File: config.mk
export PLATFORM = sky130hd
export DESIGN_NAME = stream_reduce_multi
export DESIGN_NICKNAME = d
export VERILOG_FILES = /design/src/rtl/stream_reduce_multi.sv
export SDC_FILE = /design/constraint.sdc
export NUM_CORES = 1
export LEC_CHECK = 0
export BUFFER_PORTS_ARGS = -buffer_cell sky130_fd_sc_hd__buf_4
export CORE_MARGIN = 1.5
export CORE_UTILIZATION = 59
export DETAILED_ROUTE_END_ITERATION = 7
export PLACE_DENSITY = 0.82
export SYNTH_ARGS = -nofsm -noshare
export SYNTH_HDL_FRONTEND = slang
export SYNTH_SLANG_ARGS = --single-unit
File: constraint.sdc
create_clock -name clk -period 3.5 [get_ports clk]
set_clock_uncertainty 0.05 [all_clocks]
set_input_delay 0.525 -clock clk [delete_from_list [all_inputs] [get_ports clk]]
set_output_delay 0.525 -clock clk [all_outputs]
set_load 0.1 [all_outputs]
File: src/rtl/stream_reduce_multi.sv
// Sparse-stream segment reducer: folds values with add/max/min (optional saturation)
// and emits the result plus a level-decremented stop token, or forwards done.
module stream_reduce_multi #(
    parameter int DATA_WIDTH = 16,
    parameter logic [DATA_WIDTH-1:0] DONE_CODE = 16'h0100
) (
    input  logic                  clk,
    input  logic                  rst_n,
    input  logic                  clk_en,
    input  logic                  flush,
    input  logic                  tile_en,
    input  logic [1:0]            op_mode,
    input  logic                  saturate,
    input  logic [DATA_WIDTH-1:0] default_value,
    input  logic [DATA_WIDTH:0]   data_in,
    input  logic                  data_in_valid,
    output logic                  data_in_ready,
    output logic [DATA_WIDTH:0]   data_out,
    output logic                  data_out_valid,
    input  logic                  data_out_ready
);
    localparam int W = DATA_WIDTH;

    // state     | meaning
    // ST_ACCUM  | folding values, accepting stop/done
    // ST_EMIT   | result word pending, stop token S_{n-1} follows
    // ST_DWAIT  | done token pending
    localparam logic [1:0] ST_ACCUM = 2'd0;
    localparam logic [1:0] ST_EMIT  = 2'd1;
    localparam logic [1:0] ST_DWAIT = 2'd2;

    logic [1:0]   state;
    logic [W-1:0] acc;
    logic         has_val;
    logic [W:0]   out_reg;
    logic         out_valid;
    logic [W-1:0] tok_level;

    logic         in_tok;
    logic [W-1:0] in_low;
    logic         in_done;
    logic         fire_in;
    logic         fire_out;
    logic [W-1:0] sum;
    logic         ovf;
    logic [W-1:0] add_res;
    logic [W-1:0] op_res;
    logic [W-1:0] next_acc;

    assign in_tok  = data_in[W];
    assign in_low  = data_in[W-1:0];
    assign in_done = in_tok && (in_low == DONE_CODE);

    assign data_in_ready  = rst_n && tile_en && (state == ST_ACCUM) && (!out_valid || data_out_ready);
    assign data_out_valid = out_valid && tile_en;
    assign data_out       = out_reg;

    assign fire_in  = clk_en && tile_en && data_in_valid && data_in_ready;
    assign fire_out = clk_en && tile_en && out_valid && data_out_ready;

    // Signed overflow: operands share a sign that the wrapped sum does not.
    assign sum = acc + in_low;
    assign ovf = (acc[W-1] == in_low[W-1]) && (sum[W-1] != acc[W-1]);

    always_comb begin
        add_res = sum;
        if (saturate && ovf)
            add_res = acc[W-1] ? {1'b1, {(W-1){1'b0}}} : {1'b0, {(W-1){1'b1}}};
        case (op_mode)
            2'd1:    op_res = ($signed(in_low) > $signed(acc)) ? in_low : acc;
            2'd2:    op_res = ($signed(in_low) < $signed(acc)) ? in_low : acc;
            default: op_res = add_res;
        endcase
        next_acc = has_val ? op_res : in_low;
    end

    always_ff @(posedge clk or negedge rst_n) begin
        if (!rst_n) begin
            state     <= ST_ACCUM;
            acc       <= '0;
            has_val   <= 1'b0;
            out_reg   <= '0;
            out_valid <= 1'b0;
            tok_level <= '0;
        end else if (clk_en) begin
            if (flush) begin
                state     <= ST_ACCUM;
                acc       <= '0;
                has_val   <= 1'b0;
                out_reg   <= '0;
                out_valid <= 1'b0;
                tok_level <= '0;
            end else if (tile_en) begin
                case (state)
                    ST_ACCUM: begin
                        if (fire_out)
                            out_valid <= 1'b0;
                        if (fire_in) begin
                            if (!in_tok) begin
                                acc     <= next_acc;
                                has_val <= 1'b1;
                            end else if (in_done) begin
                                out_reg   <= {1'b1, DONE_CODE};
                                out_valid <= 1'b1;
                                acc       <= '0;
                                has_val   <= 1'b0;
                                state     <= ST_DWAIT;
                            end else begin
                                out_reg   <= {1'b0, has_val ? acc : default_value};
                                out_valid <= 1'b1;
                                acc       <= '0;
                                has_val   <= 1'b0;
                                if (in_low != '0) begin
                                    tok_level <= in_low - 1'b1;
                                    state     <= ST_EMIT;
                                end
                            end
                        end
                    end
                    ST_EMIT: begin
                        if (fire_out) begin
                            out_reg <= {1'b1, tok_level};
                            state   <= ST_ACCUM;
                        end
                    end
                    ST_DWAIT: begin
                        if (fire_out) begin
                            out_valid <= 1'b0;
                            state     <= ST_ACCUM;
                        end
                    end
                    default: state <= ST_ACCUM;
                endcase
            end
        end
    end
endmodule

### Yosys cells after proc, flatten, opt, wreduce, memory -nomap -nowiden

Index checks and enable logic that the tools add are counted.

| storage, ports and cells | value |
|---|---|
| register bits after elaboration | 53 |
| input port bits | 43 |
| output and inout bits | 19 |
| logic and storage cells | 100 |

| operators by class | value |
|---|---|
| add/subtract/negate cells | 2 |
| $lt $le $gt $ge | 2 |
| equality and inequality tests | 15 |
| multiplexer cells | 45 |
| reductions and logical operators | 30 |

Operators with widths:

| kind | count |
|---|---|
| $mux 16 | 18 |
| $mux 17 | 6 |
| $pmux 17 s2 | 1 |
| $pmux 16 s2 | 1 |
| $reduce_and 6->1 | 3 |
| $add 16x16->16 | 1 |
| $eq 16x9->1 const B | 1 |
| $gt 16x16->1 | 1 |
| $lt 16x16->1 | 1 |
| $reduce_bool 16->1 | 1 |
| $sub 16x1->16 const B | 1 |
| $mux 2 | 7 |
| $logic_and 1x1->1 | 12 |
| $mux 1 | 10 |
| $ne 5x5->1 const B | 2 |
| $reduce_bool 2->1 | 5 |
| $ne 3x3->1 const B | 3 |
| $reduce_and 7->1 | 1 |
| $reduce_bool 3->1 | 2 |
| $eq 2x1->1 const B | 2 |
| $eq 2x2->1 const B | 2 |
| $ne 4x3->1 const B | 1 |
| $pmux 2 s2 | 1 |
| $reduce_and 4->1 | 1 |
| other kinds (10) | 10 |

### Depth between registers and ports, before layout

| depth | value |
|---|---|
| word-level depth | 12 |
| gate-level depth with buffers | 13 |
| depth with buffers taken out | 10 |

### Worst setup path after synthesis

OpenSTA, ideal clock, no wires.

| timing | value |
|---|---|
| path type | input -> register |
| from | input port data_in[0] |
| to | register acc[14] |
| setup time | 0.125 ns |
| data arrival time | 2.625 ns |
| required time | 3.325 ns |
| setup slack | 0.700 ns |
| stages on the path | 9 |
| path buffers | 0 |
| path through | ha_1 > fa_1 > nor2b_1 > o311ai_1 > a31oi_1 > a211oi_2 > o311ai_0 > a221oi_1 > o21ai_2 |

| on the way | value |
|---|---|
| word-level cells in the longest chain between the ends | 12 |
| elaborated cells between the ends (all ways) | 17 |
| those cells by class | 1 x add/sub; 2 x order compare; 3 x eq/ne; 8 x mux; 3 x reduce/logical |

RTL lines:

| what | line | text |
|---|---|---|
| start: declaration | 15 | `input logic [DATA_WIDTH:0] data_in,` |
| $add 16x16->16 | 62 | `assign sum = acc + in_low;` |
| $ne 1x1->1 | 63 | `assign ovf = (acc[W-1] == in_low[W-1]) && (sum[W-1] != acc[W-1]);` |
| $logic_and 1x1->1 | 63 |  |
| $logic_and 1x1->1 | 67 | `if (saturate && ovf)` |
| $mux 16 | 67 |  |
| $pmux 16 s2 | 69 | `case (op_mode)` |
| $mux 16 | 74 | `next_acc = has_val ? op_res : in_low;` |
| $mux 16 | 99 | `if (!in_tok) begin` |
| $mux 16 | 98 | `if (fire_in) begin` |
| $mux 16 | 94 | `case (state)` |
| $mux 16 | 93 | `end else if (tile_en) begin` |
| $mux 16 | 86 | `if (flush) begin` |
| end signal: assignment | 100 | `acc <= next_acc;` |
| end: declaration | 33 | `logic [W-1:0] acc;` |

Parallel ways exist; a longest one is shown, timed or not. The select of a mux whose other input is x is not followed.
A chain may end at the register's enable or synchronous reset.

### Worst setup path after layout

| timing | value |
|---|---|
| from | register acc[3] |
| to | register acc[2] |

| on the way | value |
|---|---|
| word-level cells in the longest chain between the ends | 12 |
| elaborated cells between the ends (all ways) | 17 |
| those cells by class | 1 x add/sub; 2 x order compare; 3 x eq/ne; 8 x mux; 3 x reduce/logical |

RTL lines:

| what | line |
|---|---|
| $add 16x16->16 | 62 |
| $ne 1x1->1 | 63 |
| $logic_and 1x1->1 | 63 |
| $logic_and 1x1->1 | 67 |
| $mux 16 | 67 |
| $pmux 16 s2 | 69 |
| $mux 16 | 74 |
| $mux 16 | 99 |
| $mux 16 | 98 |
| $mux 16 | 94 |
| $mux 16 | 93 |
| $mux 16 | 86 |

Parallel ways exist; a longest one is shown, timed or not. The select of a mux whose other input is x is not followed.

==> out/summary.txt <==
status = completed
Syn Inst Count = 506
final non-filler cell area = 5190 µm²
RSZ-0062 raised after global routing = false
num ports = 62
Worst EP required = 3.67 ns
Post-Syn Nets = 587
Synth Warn # = 0
xor/xnor share of the synthesized area = 4.57%
Worst setup EP type = register
mux cell area share after synthesis = 3.95%
most common cell in the synthesized netlist = nand2_1
VDD IR-drop max = 0.219 mV
starting density of the core = 60.1%
Max Slew Vio Count = 0
DR DRC count = 0
Post-synth EDFFs = 0
Worst-path clk slew = 0.10 ns
H-tree depth = 2
R2R depth = 10
GRT Total Usage = 28.8%
largest family of logic cells by synthesized area = compound AO/OA/AOI/OAI gates
1st-iter DRT viols = 308
Layout area overhead = 13.0%
Worst Path Arrival = 3.30 ns
root buf cell = clkbuf_8
area of the multi-input gates = 2960 µm²
Worst slew margin = 37.2%
final hold vios = 0
Util after Layout = 67.9%
Least-Margin Pin Slew = 0.938 ns
Async S/R FF share, synth = 100%
Commonest cells post-synth = nand2_1, dfrtp_1, ha_1, inv_1
Die X = 91.3 µm
clock buffer depth = 2
floorplan die height = 91.3 µm
Power per Cell Area = 545 nW/µm²
row cnt = 32
Final GP Congestion = 0.959
Synth Flop Type = dfrtp_1
core area = 7650 µm²
Vias per Instance = 6.06
Die Area = 8330 µm²
area share of fa/ha/maj cells after synthesis = 10.5%
buffer count from post-CTS setup fixing = 0
clock net sink count = 53
CP max FO = 14
final setup TNS = 0 ns
simple-gate share of the synthesized area = 18.2%
Max-Cap Viols = 0
FILL cells = 600
PortBufs = 61
Synth Cell Area = 4600 µm²
nets = 640
LEAKAGE = 0.00231 µW
# hold bufs at CTS = 0
largest net degree at the start of global routing = 54
Avg Synthesized Cell Area = 9.08 µm²
dominant cell type by area after synthesis = dfrtp_1
FF+latch area = 1330 µm²
antenna violations before repair = 0
post-CTS resize count = 0
kind of critical path = reg -> reg
final setup fails = 0
routed vias = 4013
Min-Delay Path Class = in -> async
DP Wirelength = 8810 µm
TritonCTS clock tree = built
vias in the first global route = 3875
Ant. Diodes = 0
sequential fraction of the synthesis area = 28.9%
FF+latch count, synth = 53
iteration count of the initial detailed-routing pass = 5
Synth Area in Compound Gates = 27.1%
share of cells above drive strength 1 = 25.5%
Netlist cell types = 75
Highest Clock Rate = 319 MHz
top-area cell type share of the netlist area = 28.9%
Placement Cell Area = 5100 µm²
wire length per cell = 17.3 µm
Clock Latency Late Sink = 0.32 ns
Worst Setup Start Kind = register
final WL = 11500 µm
grt ovf = 0
Min Hold Slack = 0.288 ns
TritonCTS Buffers = 5
DRT antenna net count = 0
first-pass GRT wire length = 19300 µm
post-route minimum period = 3.13 ns
Final period util = 89.6%
largest cells by area after synthesis = dfrtp_1, ha_1, nand2_1
[final timing paths]
check	startpoint	slack (ns)	end
worst max-delay path	acc[3]	0.37	acc[2]
max in group asynchronous	rst_n	2.65	data_out[13]
worst min register to register	tok_level[8]	0.44	tok_level[8]
worst min-delay path	rst_n	0.29	state[0]
min in group clk	clk_en	0.39	out_valid
worst max register to register	acc[3]	0.37	acc[2]
[layer usage]
layer / vias to the layer above / GRT usage (%) / share of wire, %
li1: 1919 / - / -
met1: 1927 / 39.1 / 44
met2: 142 / 48.1 / 49
met3: 25 / 2.85 / 5.0
met4: 0 / 9.11 / 2.3
met5: - / 0 / 0
[final cells by class]
class / count / share of cell area (%)
clock buffers: 5 / 1.32
clock inverters: 3 / 0.410
multi-input cells: 390 / 57.0
well taps: 102 / 2.46
repair buffers: 72 / 10.6
inverters: 37 / 2.67
flip-flops and latches: 53 / 25.5
[state kept, by name, summed over array words and instances, names as in the netlist]
| name | cells |
|---|---|
| acc | 16 |
| data_out | 17 |
| has_val | 1 |
| out_valid | 1 |
| state | 2 |
| tok_level | 16 |
[cell usage in the layout (no fill, tap or decap), drive strengths merged, types with 3 or more instances in the layout]
cell type and n:
o21a 3, and3 5, or2 3, o211ai 3
o41ai 3, or3 4, ha 37, nor2b 9
nor2 25, dfrtp 53, xnor2 18, nor3 11
nand2b 6, o21bai 3, nand2 71, a22o 15
clkbuf 5, xor2 6, inv 38, nand4 5
a221oi 3, o22ai 4, a211oi 15, or4 3
a21oi 32, o21ai 35, nor4 6, o311ai 3
mux2i 17, o31ai 18, buf 72
[critical path, cell delays in order, from the launching register on]
cell	delay [ns]
dfrtp_1	0.41
inv_1	0.06
ha_1	0.36
or2_1	0.29
a211oi_4	0.28
o211ai_4	0.15
a221oi_4	0.43
o21ai_2	0.31
a211oi_1	0.35
a21oi_1	0.10
o41ai_2	0.23
[stage by stage]
step	total power [µW]	setup WS [ns]	cells
after floorplan	2130	0.700	506
after global routing	2980	0.177	662
final	2830	0.365	662
after detailed placement	2470	0.149	654
after CTS	2830	0.373	662
after global placement	2430	0.279	654
[where the power goes]
| group | switching [µW] | internal (µW) | leakage, µW | total (µW) |
|---|---|---|---|---|
| clock network | 223 | 143 | 0.0000445 | 366 |
| registers | 95.9 | 742 | 0.000706 | 838 |
| logic | 1150 | 482 | 0.00156 | 1630 |
| total | 1470 | 1370 | 0.00231 | 2830 |
[cells by family after synthesis]
logic type / Yosys count
AOI/OAI and AO/OA: 150
and+or+nand+nor: 160
DFF: 53
buffers and inverters: 63
muxes: 18
xor gates and xnor gates: 24
adders and majority gates: 38
Note: power is estimated with default switching activity, not from simulation.
